### src/rtl/rx_frame_buffer_pkg.sv
// Shared definitions for the receive frame buffer: FIFO entry layout and FSM encodings.
// Pure declarations, no logic.
package rx_frame_buffer_pkg;
   localparam int DATA_W      = 8;
   localparam int ERR_TAG_BIT = 8;
   localparam int ENTRY_W     = 9;

   typedef enum logic {
      RXB_IDLE = 1'b0,
      RXB_ACK  = 1'b1
   } rxb_state_e;

   typedef struct packed {
      logic              err_tag;
      logic [DATA_W-1:0] data;
   } rxb_entry_t;
endpackage

### src/rtl/rx_frame_buffer_if.sv
// Bundle of receive-core, control, pop-port and statistics signals of the frame buffer.
// slave = buffer side, master = receive core / consumer side.
interface rx_frame_buffer_if #(
   parameter int DEPTH_LOG2    = 4,
   parameter int ERR_CNT_WIDTH = 8
) ();
   logic [7:0]               rxData;
   logic                     rxDataReady;
   logic                     rxFrameError;
   logic                     rxOverrunError;
   logic                     rxAckFlags;
   logic                     storeErrored;
   logic                     flush;
   logic                     clearCounters;
   logic [7:0]               popData;
   logic                     popErrTag;
   logic                     popValid;
   logic                     popReady;
   logic [DEPTH_LOG2:0]      fifoLevel;
   logic                     fifoFull;
   logic [ERR_CNT_WIDTH-1:0] frameErrCount;
   logic [ERR_CNT_WIDTH-1:0] overrunCount;
   logic [ERR_CNT_WIDTH-1:0] overflowCount;

   modport slave (
      input  rxData, rxDataReady, rxFrameError, rxOverrunError,
      input  storeErrored, flush, clearCounters, popReady,
      output rxAckFlags, popData, popErrTag, popValid, fifoLevel, fifoFull,
      output frameErrCount, overrunCount, overflowCount
   );

   modport master (
      output rxData, rxDataReady, rxFrameError, rxOverrunError,
      output storeErrored, flush, clearCounters, popReady,
      input  rxAckFlags, popData, popErrTag, popValid, fifoLevel, fifoFull,
      input  frameErrCount, overrunCount, overflowCount
   );
endinterface

### src/rtl/rx_frame_buffer_sync_fifo.sv
// Single-clock FIFO with extra-MSB pointers; write lands one edge after push, head is combinational.
// A push into a full FIFO is accepted only when a pop happens in the same cycle, otherwise o_drop.
module sync_fifo #(
   parameter int WIDTH      = 9,
   parameter int DEPTH_LOG2 = 4
) (
   input  logic                clk,
   input  logic                reset,
   input  logic                i_push,
   input  logic [WIDTH-1:0]    i_push_dat,
   input  logic                i_pop,
   input  logic                i_flush,
   output logic [WIDTH-1:0]    o_head_dat,
   output logic                o_vld,
   output logic                o_full,
   output logic [DEPTH_LOG2:0] o_level,
   output logic                o_drop
);
   localparam int DEPTH = 1 << DEPTH_LOG2;
   localparam logic [DEPTH_LOG2:0] PTR_ONE = {{DEPTH_LOG2{1'b0}}, 1'b1};

   logic [WIDTH-1:0]    r_mem [DEPTH];
   logic [DEPTH_LOG2:0] r_wr_ptr;
   logic [DEPTH_LOG2:0] r_rd_ptr;
   logic                w_empty;
   logic                w_pop_ok;
   logic                w_push_ok;

   assign w_empty   = (r_wr_ptr == r_rd_ptr);
   assign o_full    = (r_wr_ptr[DEPTH_LOG2] != r_rd_ptr[DEPTH_LOG2]) &&
                      (r_wr_ptr[DEPTH_LOG2-1:0] == r_rd_ptr[DEPTH_LOG2-1:0]);
   assign w_pop_ok  = i_pop & ~w_empty;
   // a flush swallows a concurrent push without calling it an overflow
   assign w_push_ok = i_push & ~i_flush & (~o_full | w_pop_ok);
   assign o_drop    = i_push & ~i_flush & o_full & ~w_pop_ok;
   assign o_level   = r_wr_ptr - r_rd_ptr;
   assign o_vld     = ~w_empty;
   assign o_head_dat = w_empty ? '0 : r_mem[r_rd_ptr[DEPTH_LOG2-1:0]];

   always_ff @(posedge clk) begin
      if (reset || i_flush) begin
         r_wr_ptr <= '0;
         r_rd_ptr <= '0;
      end else begin
         if (w_push_ok) r_wr_ptr <= r_wr_ptr + PTR_ONE;
         if (w_pop_ok)  r_rd_ptr <= r_rd_ptr + PTR_ONE;
      end
   end

   always_ff @(posedge clk) begin
      if (w_push_ok) r_mem[r_wr_ptr[DEPTH_LOG2-1:0]] <= i_push_dat;
   end
endmodule

### src/rtl/rx_frame_buffer.sv
// Captures bytes / errored frames from the UART receive core into a FIFO, acks the core, counts events.
// Capture on the first edge a flag is seen, ack registered from the next cycle; consumer pops via valid/ready.
import rx_frame_buffer_pkg::*;

module rx_frame_buffer #(
   parameter int DEPTH_LOG2    = 4,
   parameter int ERR_CNT_WIDTH = 8
) (
   input logic              clk,
   input logic              reset,
   rx_frame_buffer_if.slave bus
);
   localparam logic [ERR_CNT_WIDTH-1:0] CNT_MAX = '1;
   localparam logic [ERR_CNT_WIDTH-1:0] CNT_ONE = {{(ERR_CNT_WIDTH-1){1'b0}}, 1'b1};

   rxb_state_e           r_state;
   rxb_state_e           w_state_nxt;
   logic                 r_ack;
   logic                 w_ack_nxt;
   logic                 w_capture;
   logic                 w_evt;
   logic                 w_push;
   logic                 w_frame_err;
   logic                 w_drop;
   logic                 r_ovr_d;
   logic                 w_ovr_rise;
   rxb_entry_t           w_entry;
   logic [ENTRY_W-1:0]   w_head;
   logic [ERR_CNT_WIDTH-1:0] r_frame_cnt;
   logic [ERR_CNT_WIDTH-1:0] r_ovr_cnt;
   logic [ERR_CNT_WIDTH-1:0] r_ovf_cnt;

   assign w_evt = bus.rxDataReady | bus.rxFrameError;

   always_ff @(posedge clk) begin
      if (reset) begin
         r_state <= RXB_IDLE;
         r_ack   <= 1'b0;
      end else begin
         r_state <= w_state_nxt;
         r_ack   <= w_ack_nxt;
      end
   end

   always_comb begin
      w_state_nxt = r_state;
      w_ack_nxt   = 1'b0;
      w_capture   = 1'b0;
      case (r_state)
         RXB_IDLE: begin
            if (w_evt) begin
               w_state_nxt = RXB_ACK;
               w_ack_nxt   = 1'b1;
               w_capture   = 1'b1;
            end
         end
         RXB_ACK: begin
            // hold the ack until the core has dropped both flags
            if (w_evt) w_ack_nxt = 1'b1;
            else       w_state_nxt = RXB_IDLE;
         end
      endcase
   end

   assign w_frame_err = w_capture & bus.rxFrameError;
   assign w_push      = w_capture & (~bus.rxFrameError | bus.storeErrored);
   assign w_entry     = '{err_tag: bus.rxFrameError, data: bus.rxData};
   assign w_ovr_rise  = bus.rxOverrunError & ~r_ovr_d;

   sync_fifo #(
      .WIDTH      (ENTRY_W),
      .DEPTH_LOG2 (DEPTH_LOG2)
   ) u_fifo (
      .clk        (clk),
      .reset      (reset),
      .i_push     (w_push),
      .i_push_dat (w_entry),
      .i_pop      (bus.popReady),
      .i_flush    (bus.flush),
      .o_head_dat (w_head),
      .o_vld      (bus.popValid),
      .o_full     (bus.fifoFull),
      .o_level    (bus.fifoLevel),
      .o_drop     (w_drop)
   );

   assign bus.popData    = w_head[7:0];
   assign bus.popErrTag  = w_head[ERR_TAG_BIT];
   assign bus.rxAckFlags = r_ack;

   always_ff @(posedge clk) begin
      if (reset) r_ovr_d <= 1'b0;
      else       r_ovr_d <= bus.rxOverrunError;
   end

   always_ff @(posedge clk) begin
      if (reset || bus.clearCounters) begin
         r_frame_cnt <= '0;
         r_ovr_cnt   <= '0;
         r_ovf_cnt   <= '0;
      end else begin
         if (w_frame_err && r_frame_cnt != CNT_MAX) r_frame_cnt <= r_frame_cnt + CNT_ONE;
         if (w_ovr_rise  && r_ovr_cnt   != CNT_MAX) r_ovr_cnt   <= r_ovr_cnt + CNT_ONE;
         if (w_drop      && r_ovf_cnt   != CNT_MAX) r_ovf_cnt   <= r_ovf_cnt + CNT_ONE;
      end
   end

   assign bus.frameErrCount = r_frame_cnt;
   assign bus.overrunCount  = r_ovr_cnt;
   assign bus.overflowCount = r_ovf_cnt;
endmodule

### src/flat_wrapper.sv
// flat-port wrapper written by rule: the top's interface ports become plain ports
module rx_frame_buffer_flat 
#(
   parameter int DEPTH_LOG2    = 4,
   parameter int ERR_CNT_WIDTH = 8
)
  (clk, reset, bus_rxData, bus_rxDataReady, bus_rxFrameError, bus_rxOverrunError, bus_storeErrored, bus_flush, bus_clearCounters, bus_popReady, bus_rxAckFlags, bus_popData, bus_popErrTag, bus_popValid, bus_fifoLevel, bus_fifoFull, bus_frameErrCount, bus_overrunCount, bus_overflowCount);
  rx_frame_buffer_if #(.DEPTH_LOG2(DEPTH_LOG2), .ERR_CNT_WIDTH(ERR_CNT_WIDTH)) bus_i ();
  input logic clk;
  input logic reset;
  input wire logic [$bits(bus_i.rxData)-1:0] bus_rxData;
  input wire logic [$bits(bus_i.rxDataReady)-1:0] bus_rxDataReady;
  input wire logic [$bits(bus_i.rxFrameError)-1:0] bus_rxFrameError;
  input wire logic [$bits(bus_i.rxOverrunError)-1:0] bus_rxOverrunError;
  input wire logic [$bits(bus_i.storeErrored)-1:0] bus_storeErrored;
  input wire logic [$bits(bus_i.flush)-1:0] bus_flush;
  input wire logic [$bits(bus_i.clearCounters)-1:0] bus_clearCounters;
  input wire logic [$bits(bus_i.popReady)-1:0] bus_popReady;
  output wire logic [$bits(bus_i.rxAckFlags)-1:0] bus_rxAckFlags;
  output wire logic [$bits(bus_i.popData)-1:0] bus_popData;
  output wire logic [$bits(bus_i.popErrTag)-1:0] bus_popErrTag;
  output wire logic [$bits(bus_i.popValid)-1:0] bus_popValid;
  output wire logic [$bits(bus_i.fifoLevel)-1:0] bus_fifoLevel;
  output wire logic [$bits(bus_i.fifoFull)-1:0] bus_fifoFull;
  output wire logic [$bits(bus_i.frameErrCount)-1:0] bus_frameErrCount;
  output wire logic [$bits(bus_i.overrunCount)-1:0] bus_overrunCount;
  output wire logic [$bits(bus_i.overflowCount)-1:0] bus_overflowCount;
  assign bus_i.rxData = bus_rxData;
  assign bus_i.rxDataReady = bus_rxDataReady;
  assign bus_i.rxFrameError = bus_rxFrameError;
  assign bus_i.rxOverrunError = bus_rxOverrunError;
  assign bus_i.storeErrored = bus_storeErrored;
  assign bus_i.flush = bus_flush;
  assign bus_i.clearCounters = bus_clearCounters;
  assign bus_i.popReady = bus_popReady;
  assign bus_rxAckFlags = bus_i.rxAckFlags;
  assign bus_popData = bus_i.popData;
  assign bus_popErrTag = bus_i.popErrTag;
  assign bus_popValid = bus_i.popValid;
  assign bus_fifoLevel = bus_i.fifoLevel;
  assign bus_fifoFull = bus_i.fifoFull;
  assign bus_frameErrCount = bus_i.frameErrCount;
  assign bus_overrunCount = bus_i.overrunCount;
  assign bus_overflowCount = bus_i.overflowCount;
  rx_frame_buffer #(.DEPTH_LOG2(DEPTH_LOG2), .ERR_CNT_WIDTH(ERR_CNT_WIDTH)) u_core (.clk(clk), .reset(reset), .bus(bus_i));
endmodule
### config.mk
export PLATFORM = sky130hd
export DESIGN_NAME = rx_frame_buffer_flat
export DESIGN_NICKNAME = d
export VERILOG_FILES = /design/src/rtl/rx_frame_buffer_pkg.sv /design/src/rtl/rx_frame_buffer_if.sv /design/src/rtl/rx_frame_buffer_sync_fifo.sv /design/src/rtl/rx_frame_buffer.sv /design/src/flat_wrapper.sv
export SDC_FILE = /design/constraint.sdc
export NUM_CORES = 1
export LEC_CHECK = 0
export ABC_CLOCK_PERIOD_IN_PS = 2600
export CAP_MARGIN = 10
export CORE_UTILIZATION = 49
export CTS_BUF_LIST = sky130_fd_sc_hd__clkbuf_16
export CTS_CLUSTER_SIZE = 25
export DETAILED_ROUTE_END_ITERATION = 12
export GPL_TIMING_DRIVEN = 0
export PLACE_DENSITY_LB_ADDON = 0.15
export REMOVE_ABC_BUFFERS = 1
export SLEW_MARGIN = 20
export SYNTH_ARGS = -nofsm -noshare
export SYNTH_HDL_FRONTEND = slang
export SYNTH_SLANG_ARGS = --single-unit
### constraint.sdc
create_clock -name clk -period 2.6 [get_ports clk]
set_input_delay 0.52 -clock clk [delete_from_list [all_inputs] [get_ports clk]]
set_output_delay 0.52 -clock clk [all_outputs]
set_load 0.03 [all_outputs]
==> metrics, run 1 <==
Final Wtd Congestion=about 0.83; Cells after Synth=between 400 and 500; number of synthesized flops with an enable pin=144; Worst Setup Path Type=reg2out; RSZ-0062 raised after global routing=true; Rows=45; worst hold slack=~500 ps; Cell Pwr Density=roughly 610 nW/um^2; antenna cells=0; YS warnings=0; WL per Instance=~20 um; reg2reg end=u_core.u_fifo.r_mem[15][3]; hold path endpoint=u_core.bus.overrunCount[5]; Total Power=around 5.9 mW; Placed Instances=between 700 and 800; DR iter-0 viols=401; library cells used by synthesis=47; Die Width=127 um; Top FF cell, synth=edfxtp_1; data required time of the worst path=about 2100 ps; Pins Over Slew Limit=0; drt drc=0; Critical Path AT=2200 ps; f_max=0.367 GHz; Routed Antenna Nets=0; Final Hold Violating Endpoints=0; Synth Register Bits=around 180; GRT Overall Usage=21.0%; pin count of the biggest net entering global routing=22; slowest stage delay, CP=about 500 ps; Period Utilization, post-route=105%; TritonCTS clock tree=yes; DR vias/cell=between 5 and 6; Peak VDD IR=0.483 mV; Reg2Reg Launch Point=u_core.u_fifo.r_wr_ptr[3]; Via Count=~4500; core footprint=roughly 15000 sq um; Filler Cell Count=between 1000 and 1500; first-pass GRT wire length=between 20 and 30 mm; CTS buffer count=17; pre-CTS WS=-932 ps; remaining global-route overflow=0; total of max-cap violations=0; critical path cell sequence=clkbuf_16, mux4_2, mux2_2, o21ai_2, a21oi_2, buf_6; Mapped Avg Cell Area=between 15 and 20 sq um; actual slew at the worst max-slew pin=around 1000 ps; Longest Clk Path Bufs=2; hold wc startpoint=u_core.bus.overrunCount[5]; status=finished, violations left; Worst R2R Path Depth=5; Clock transition at path regs=60 ps; Mapped Area=between 7000 and 8000 sq um; Hold Path Class=reg2reg; R2R Setup Slk=approximately 150 ps; CP max stage cell=mux4_2; drt first pass iters=4; Leak Pwr=3.08 nW; slew margin rel.=a little over 30%; initial antenna violation count=0; final setup margin=-124 ps; Worst-Skew Late Latency=around 430 ps; final cell count without fillers=802; initial core utilization=between 50% and 60%; die area=around 16000 sq um; clock tree sinks=184; die span in y=approximately 130 um; post-synthesis sequential area ratio=between 60% and 70%; async set-reset flop share out of synthesis=0%; number of global-route vias before repair=4579; WHS Path Cells=2; IO Pins=58; failing checks=negative setup slack; crit-path max FO=5; Synth-to-Final Area Change=24.5%; final net count=~610; final WL=about 16 mm; CP Launch Type=register; I/O Buffers=57; final setup fails=9; DP HPWL=approximately 10 mm; H-tree depth=4; CP Capture Type=output port; worst clock skew=approximately 6.0 ps; CTS Root Cell=clkbuf_16; Fin Setup TNS=-953 ps; share of layout cells above drive strength 1=between 20% and 30%; min Tclk post-route=2720 ps
[state kept, by name (all words and copies together) (netlist names), named ones only]
register / flops
u_core.bus.overrunCount: 8
u_core.bus.overflowCount: 8
u_core.u_fifo.r_wr_ptr: 5
u_core.u_fifo.r_mem: 144
u_core.r_ovr_d: 1
u_core.bus.frameErrCount: 8
u_core.u_fifo.r_rd_ptr: 5
u_core.r_state: 1
[worst max-delay path, delay by kind of cell, from the launching register on]
family,cells,cell delay (ps)
multiplexers,2,780
flip-flops,1,430
buffers and inverters,2,380
AO/OA/AOI/OAI,2,190
[metrics by stage]
step	cell area [sq um]	utilization (%)
2_1_floorplan	7580	-
3_3_place_gp	8410	55.1
3_5_place_dp	8560	56.1
4_1_cts	9270	60.7
5_1_grt	9580	62.8
6_report	9580	62.8
[layout make-up]
type                       instances  area (sq um)  share of cell area, %
inverter                          11          43.8                  0.457
tap                              211           264                   2.76
sequential                       184          5150                   53.7
clock buffer                      21           526                   5.49
multi-input combinational        279          2690                   28.1
timing repair buffer              85           856                   8.93
clock inverter                    11          53.8                  0.562
[metal layers]
layer  track usage (%)  wire length [um]
met5                 0                 0
met2              33.9              8000
met1              28.5              7310
met4              7.77               171
met3              4.23               557
[cells by family after synthesis]
family                     after synthesis  share of synthesized area (%)
DFF                                    184                           66.6
and+or+nand+nor                        130                           8.96
AOI/OAI and AO/OA                       65                           4.96
muxes                                   58                           13.6
buffers and inverters                   31                           2.03
xor gates and xnor gates                13                           1.67
adders and majority gates               13                           2.21
[worst max-delay path by stage]
stage / startpoint / endpoint / slack, ps / cells past startpoint
after floorplan: register / bus_popData[0] / -400 / 4
after global placement: register / bus_popData[3] / -1760 / 5
after detailed placement: bus_rxFrameError / u_core.u_fifo.r_mem[12][5] / -930 / 5
after CTS: register / bus_popData[3] / -160 / 6
after global routing: register / bus_popData[1] / -200 / 6
final: register / bus_popData[2] / -120 / 6
[placed cells by master (no fill, tap or decap), drive strengths merged, types with 2 or more instances in the layout]
| cell type | Yosys | layout |
|---|---|---|
| a21oi | 25 | 25 |
| xnor2 | 7 | 7 |
| a211oi | 3 | 3 |
| o21ai | 20 | 20 |
| xor2 | 6 | 6 |
| clkinv | 0 | 5 |
| and4 | 2 | 2 |
| mux4 | 36 | 36 |
| or4 | 5 | 5 |
| nand3 | 17 | 17 |
| inv | 11 | 17 |
| clkdlybuf4s50 | 0 | 41 |
| nand2b | 4 | 4 |
| ha | 12 | 12 |
| nor2b | 4 | 4 |
| o211ai | 6 | 6 |
| nand4 | 12 | 12 |
| mux2 | 10 | 10 |
| mux2i | 12 | 12 |
| dfxtp | 40 | 40 |
| o31ai | 4 | 4 |
| and3 | 7 | 7 |
| nand2 | 17 | 17 |
| or3 | 5 | 5 |
| and4b | 2 | 2 |
| nor3 | 13 | 13 |
| edfxtp | 144 | 144 |
| buf | 14 | 38 |
| nor4 | 2 | 2 |
| a41o | 2 | 2 |
| clkbuf | 6 | 25 |
| nor2 | 35 | 35 |
| a21o | 2 | 2 |
| or2 | 3 | 3 |
[cell usage after synthesis (2+ instances only)]
cell type  number  area [sq um]
nor3_1         12          60.1
dfxtp_1        40           801
mux4_2         36           811
a41o_1          2          20.0
nor2_1         35           131
or3_1           3          18.8
nand2_1        17          63.8
buf_6           3          33.8
o31ai_1         4          30.0
or2_2           3          18.8
and4b_1         2          20.0
o21ai_0        20           100
buf_4           2          15.0
xnor2_1         6          52.6
a21o_1          2          15.0
mux2i_1        12           120
nor2b_1         4          25.0
or4_1           5          37.5
edfxtp_1      144          4320
nand4_1        11          68.8
nor4_1          2          12.5
mux2_2         10           113
xor2_1          5          43.8
nand2b_1        4          25.0
or3_2           2          15.0
clkbuf_1        6          22.5
ha_1           12           150
o211ai_1        6          45.0
a21oi_1        25           125
nand3_1        17          85.1
and3_1          7          43.8
inv_1          11          41.3
a211oi_1        3          22.5
buf_2           8          40.0
[what timing repair did]
| action | CTS | global route |
|---|---|---|
| endpoints found under the hold margin | 0 | 0 |
| resized for setup | 104 | 58 |
| pin swaps | 1 | 7 |
| setup buffers | 7 | 11 |
| endpoints found under the setup margin | 143 | 129 |
| hold buffers | 0 | 0 |
| gates cloned | 0 | 1 |
[power breakdown]
part | internal (mW) | leakage [nW] | switching [mW]
registers | 3.17 | 1.62 | 0.00776
logic | 0.0776 | 1.15 | 0.118
clock network | 1.43 | 0.307 | 1.05
total | 4.68 | 3.08 | 1.17
No activity file was read; power rests on OpenSTA's default activity.
==> inputs of run 2 (changes only) <==
--- a/config.mk
+++ b/config.mk
@@ -12,6 +12,7 @@
 export CTS_CLUSTER_SIZE = 25
 export DETAILED_ROUTE_END_ITERATION = 12
 export GPL_TIMING_DRIVEN = 0
+export MAX_ROUTING_LAYER = met4
 export PLACE_DENSITY_LB_ADDON = 0.15
 export REMOVE_ABC_BUFFERS = 1
 export SLEW_MARGIN = 20
==> run 2 against run 1 <==
Effect of this change:
- the run still ends with negative setup slack left
- final area unchanged
- sequential power about the same
- first-iteration DRC count down 12%
- sequential cell count unchanged
- routed wire length down 0.21%
- core utilization unchanged
- die area unchanged
- worst hold slack better by 0.63 ps
- clock-buffer cell count unchanged
- critical path depth unchanged
- critical endpoint is now bus_popData[7]
- largest cell class unchanged
==> metrics, run 2 (synthesis results as in run 1) <==
actual slew at the worst max-slew pin=1050 ps (was 1030 ps); Leak Pwr=3.08 nW (unchanged); Filler Cell Count=1119 (unchanged); Final Hold Violating Endpoints=0 (unchanged); Flop pwr share=54.4% (about the same); DR vias/cell=5.62 (about the same); first-pass GRT wire length=25.1 mm (about the same); Worst-Skew Late Latency=430 ps (about the same); DR iter-0 viols=354 (was 401); clock tree sinks=184 (unchanged); CTS Root Cell=clkbuf_16 (unchanged); most frequent cells in the layout=edfxtp_1 (144), clkdlybuf4s50_1 (41), mux4_2 (36) (unchanged); final setup margin=-121 ps (was -124 ps); GRT Overall Usage=21.7% (was 21.0%); Clock transition at path regs=70 ps (was 60 ps); CP Capture Type=output port (unchanged); Fin Setup TNS=-981 ps (was -953 ps); final core occ=62.8% (unchanged); IO Pins=58 (unchanged); worst clock skew=8.10 ps (was 6.02 ps); CP endpoint=bus_popData[7] (was bus_popData[2]); I/O Buffers=57 (unchanged); Period Utilization, post-route=105% (about the same); Synth-to-Final Area Change=24.5% (unchanged); CTS buffer count=17 (unchanged); Clk pwr share=42.3% (about the same); Peak VDD IR=0.486 mV (was 0.483 mV); Via Count=4510 (was 4506); RSZ-0062 raised after global routing=true (unchanged); die area=16200 sq um (unchanged); sw frac=20.0% (about the same); Rows=45 (unchanged); NetSw=1.17 mW (about the same); initial core utilization=50.4% (unchanged); H-tree depth=4 (unchanged); drt first pass iters=4 (unchanged); Die Width=127 um (unchanged); share of power burned in combinational logic=3.4% (about the same); Pint=4.68 mW (about the same); Reg2Reg Launch Point=u_core.u_fifo.r_wr_ptr[3] (unchanged); number of global-route vias before repair=4567 (was 4579); Worst Setup Path Type=reg2out (unchanged); reg2reg end=u_core.u_fifo.r_mem[15][2] (was u_core.u_fifo.r_mem[15][3]); failing checks=negative setup slack (unchanged); Critical Path AT=2200 ps (about the same); Routed Antenna Nets=0 (unchanged); antenna cells=0 (unchanged); initial antenna violation count=0 (unchanged); Cell Pwr Density=611 nW/um^2 (about the same); share of layout cells above drive strength 1=29.8% (unchanged); DP HPWL=10.1 mm (unchanged); total of max-cap violations=0 (unchanged); min Tclk post-route=2720 ps (about the same); status=finished, violations left (unchanged); data required time of the worst path=2080 ps (about the same); Final Wtd Congestion=0.846 (was 0.833); final setup fails=9 (unchanged); die span in y=127 um (unchanged); CP Launch Type=register (unchanged); remaining global-route overflow=0 (unchanged); hold buffers post-CTS=0 (unchanged); most common cell after layout, fill and taps aside=edfxtp_1 (unchanged); Pins Over Slew Limit=0 (unchanged); f_max=0.367 GHz (about the same); core footprint=15300 sq um (unchanged); Hold Path Class=reg2reg (unchanged); Worst R2R Path Depth=5 (unchanged); slew margin rel.=29.9% (was 31.0%); max reg flops=144 (unchanged); crit-path max FO=7 (was 5); final WL=16.0 mm (about the same); final net count=608 (unchanged); pin count of the biggest net entering global routing=22 (unchanged); R2R Setup Slk=110 ps (was 150 ps); WL per Instance=20.0 um (about the same); drt drc=0 (unchanged); Total Power=5.85 mW (about the same); Longest Clk Path Bufs=2 (unchanged); TritonCTS clock tree=yes (unchanged)
run 2: cell counts in the layout (fill, tap and decap cells not counted):
No cell type changed its count.
run 2: layout make-up:
cell class,instances,area [sq um],share of cell area (%)
sequential,184,5150,53.7
multi-input combinational,279,2690,28.1
timing repair buffer,85,856,8.93
clock buffer,21,526,5.49
tap,211,264,2.76
clock inverter,11,53.8,0.562
inverter,11,43.8,0.457
run 2: worst min path at each step:
stage                                            from  slack (ps)                          end  cells past startpoint
after floorplan             u_core.u_fifo.r_wr_ptr[0]         490    u_core.u_fifo.r_wr_ptr[0]                      2
final                      u_core.bus.overrunCount[5]         500   u_core.bus.overrunCount[5]                      2
after global routing      u_core.bus.overflowCount[0]         540  u_core.bus.overflowCount[0]                      2
after global placement     u_core.bus.overrunCount[5]         480   u_core.bus.overrunCount[5]                      2
after detailed placement   u_core.bus.overrunCount[5]         490   u_core.bus.overrunCount[5]                      2
after CTS                  u_core.bus.overrunCount[5]         500   u_core.bus.overrunCount[5]                      2
run 2: stage by stage:
stage          hold slack [ps]  instances  setup slack (ps)  cell area, sq um
5_1_grt                    538        802              -197              9580
6_report                   502        802              -121              9580
3_3_place_gp               481        742             -1760              8410
3_5_place_dp               489        751              -932              8560
2_1_floorplan              492        474              -400              7580
4_1_cts                    501        790              -158              9270
run 2: critical path, stage by stage, from the launching register on:
cell     delay (ps)
dfxtp_4         420
buf_12          150
mux4_2          500
mux2_4          290
o21ai_2         120
a21oi_2          70
buf_6           200
run 2: timing repair:
item | in CTS | in global routing
endpoints found under the setup margin | 143 | 130
gates cloned | 0 | 1
resized for setup | 104 | 58
setup buffers | 7 | 11
pin swaps | 1 | 7
run 2: power groups by stage:
stage | sequential [mW] | clock, mW | combinational [mW]
after global placement | 3.25 | 0 | 0.165
after detailed placement | 3.25 | 0 | 0.174
after global routing | 3.18 | 2.63 | 0.213
final | 3.18 | 2.47 | 0.196
after floorplan | 3.25 | 0 | 0.0704
after CTS | 3.18 | 2.51 | 0.182
run 2: layer usage:
| metal | wire [um] | share of wire [%] | global-route usage, % | up-vias |
|---|---|---|---|---|
| met3 | 648 | 4.0 | 3.94 | 12 |
| met4 | 157 | 0.98 | 7.98 | 0 |
| met1 | 7100 | 44 | 28.7 | 2278 |
| met2 | 8100 | 51 | 33.8 | 101 |
| met5 | 0 | 0 | - | - |
| li1 | - | - | - | 2119 |
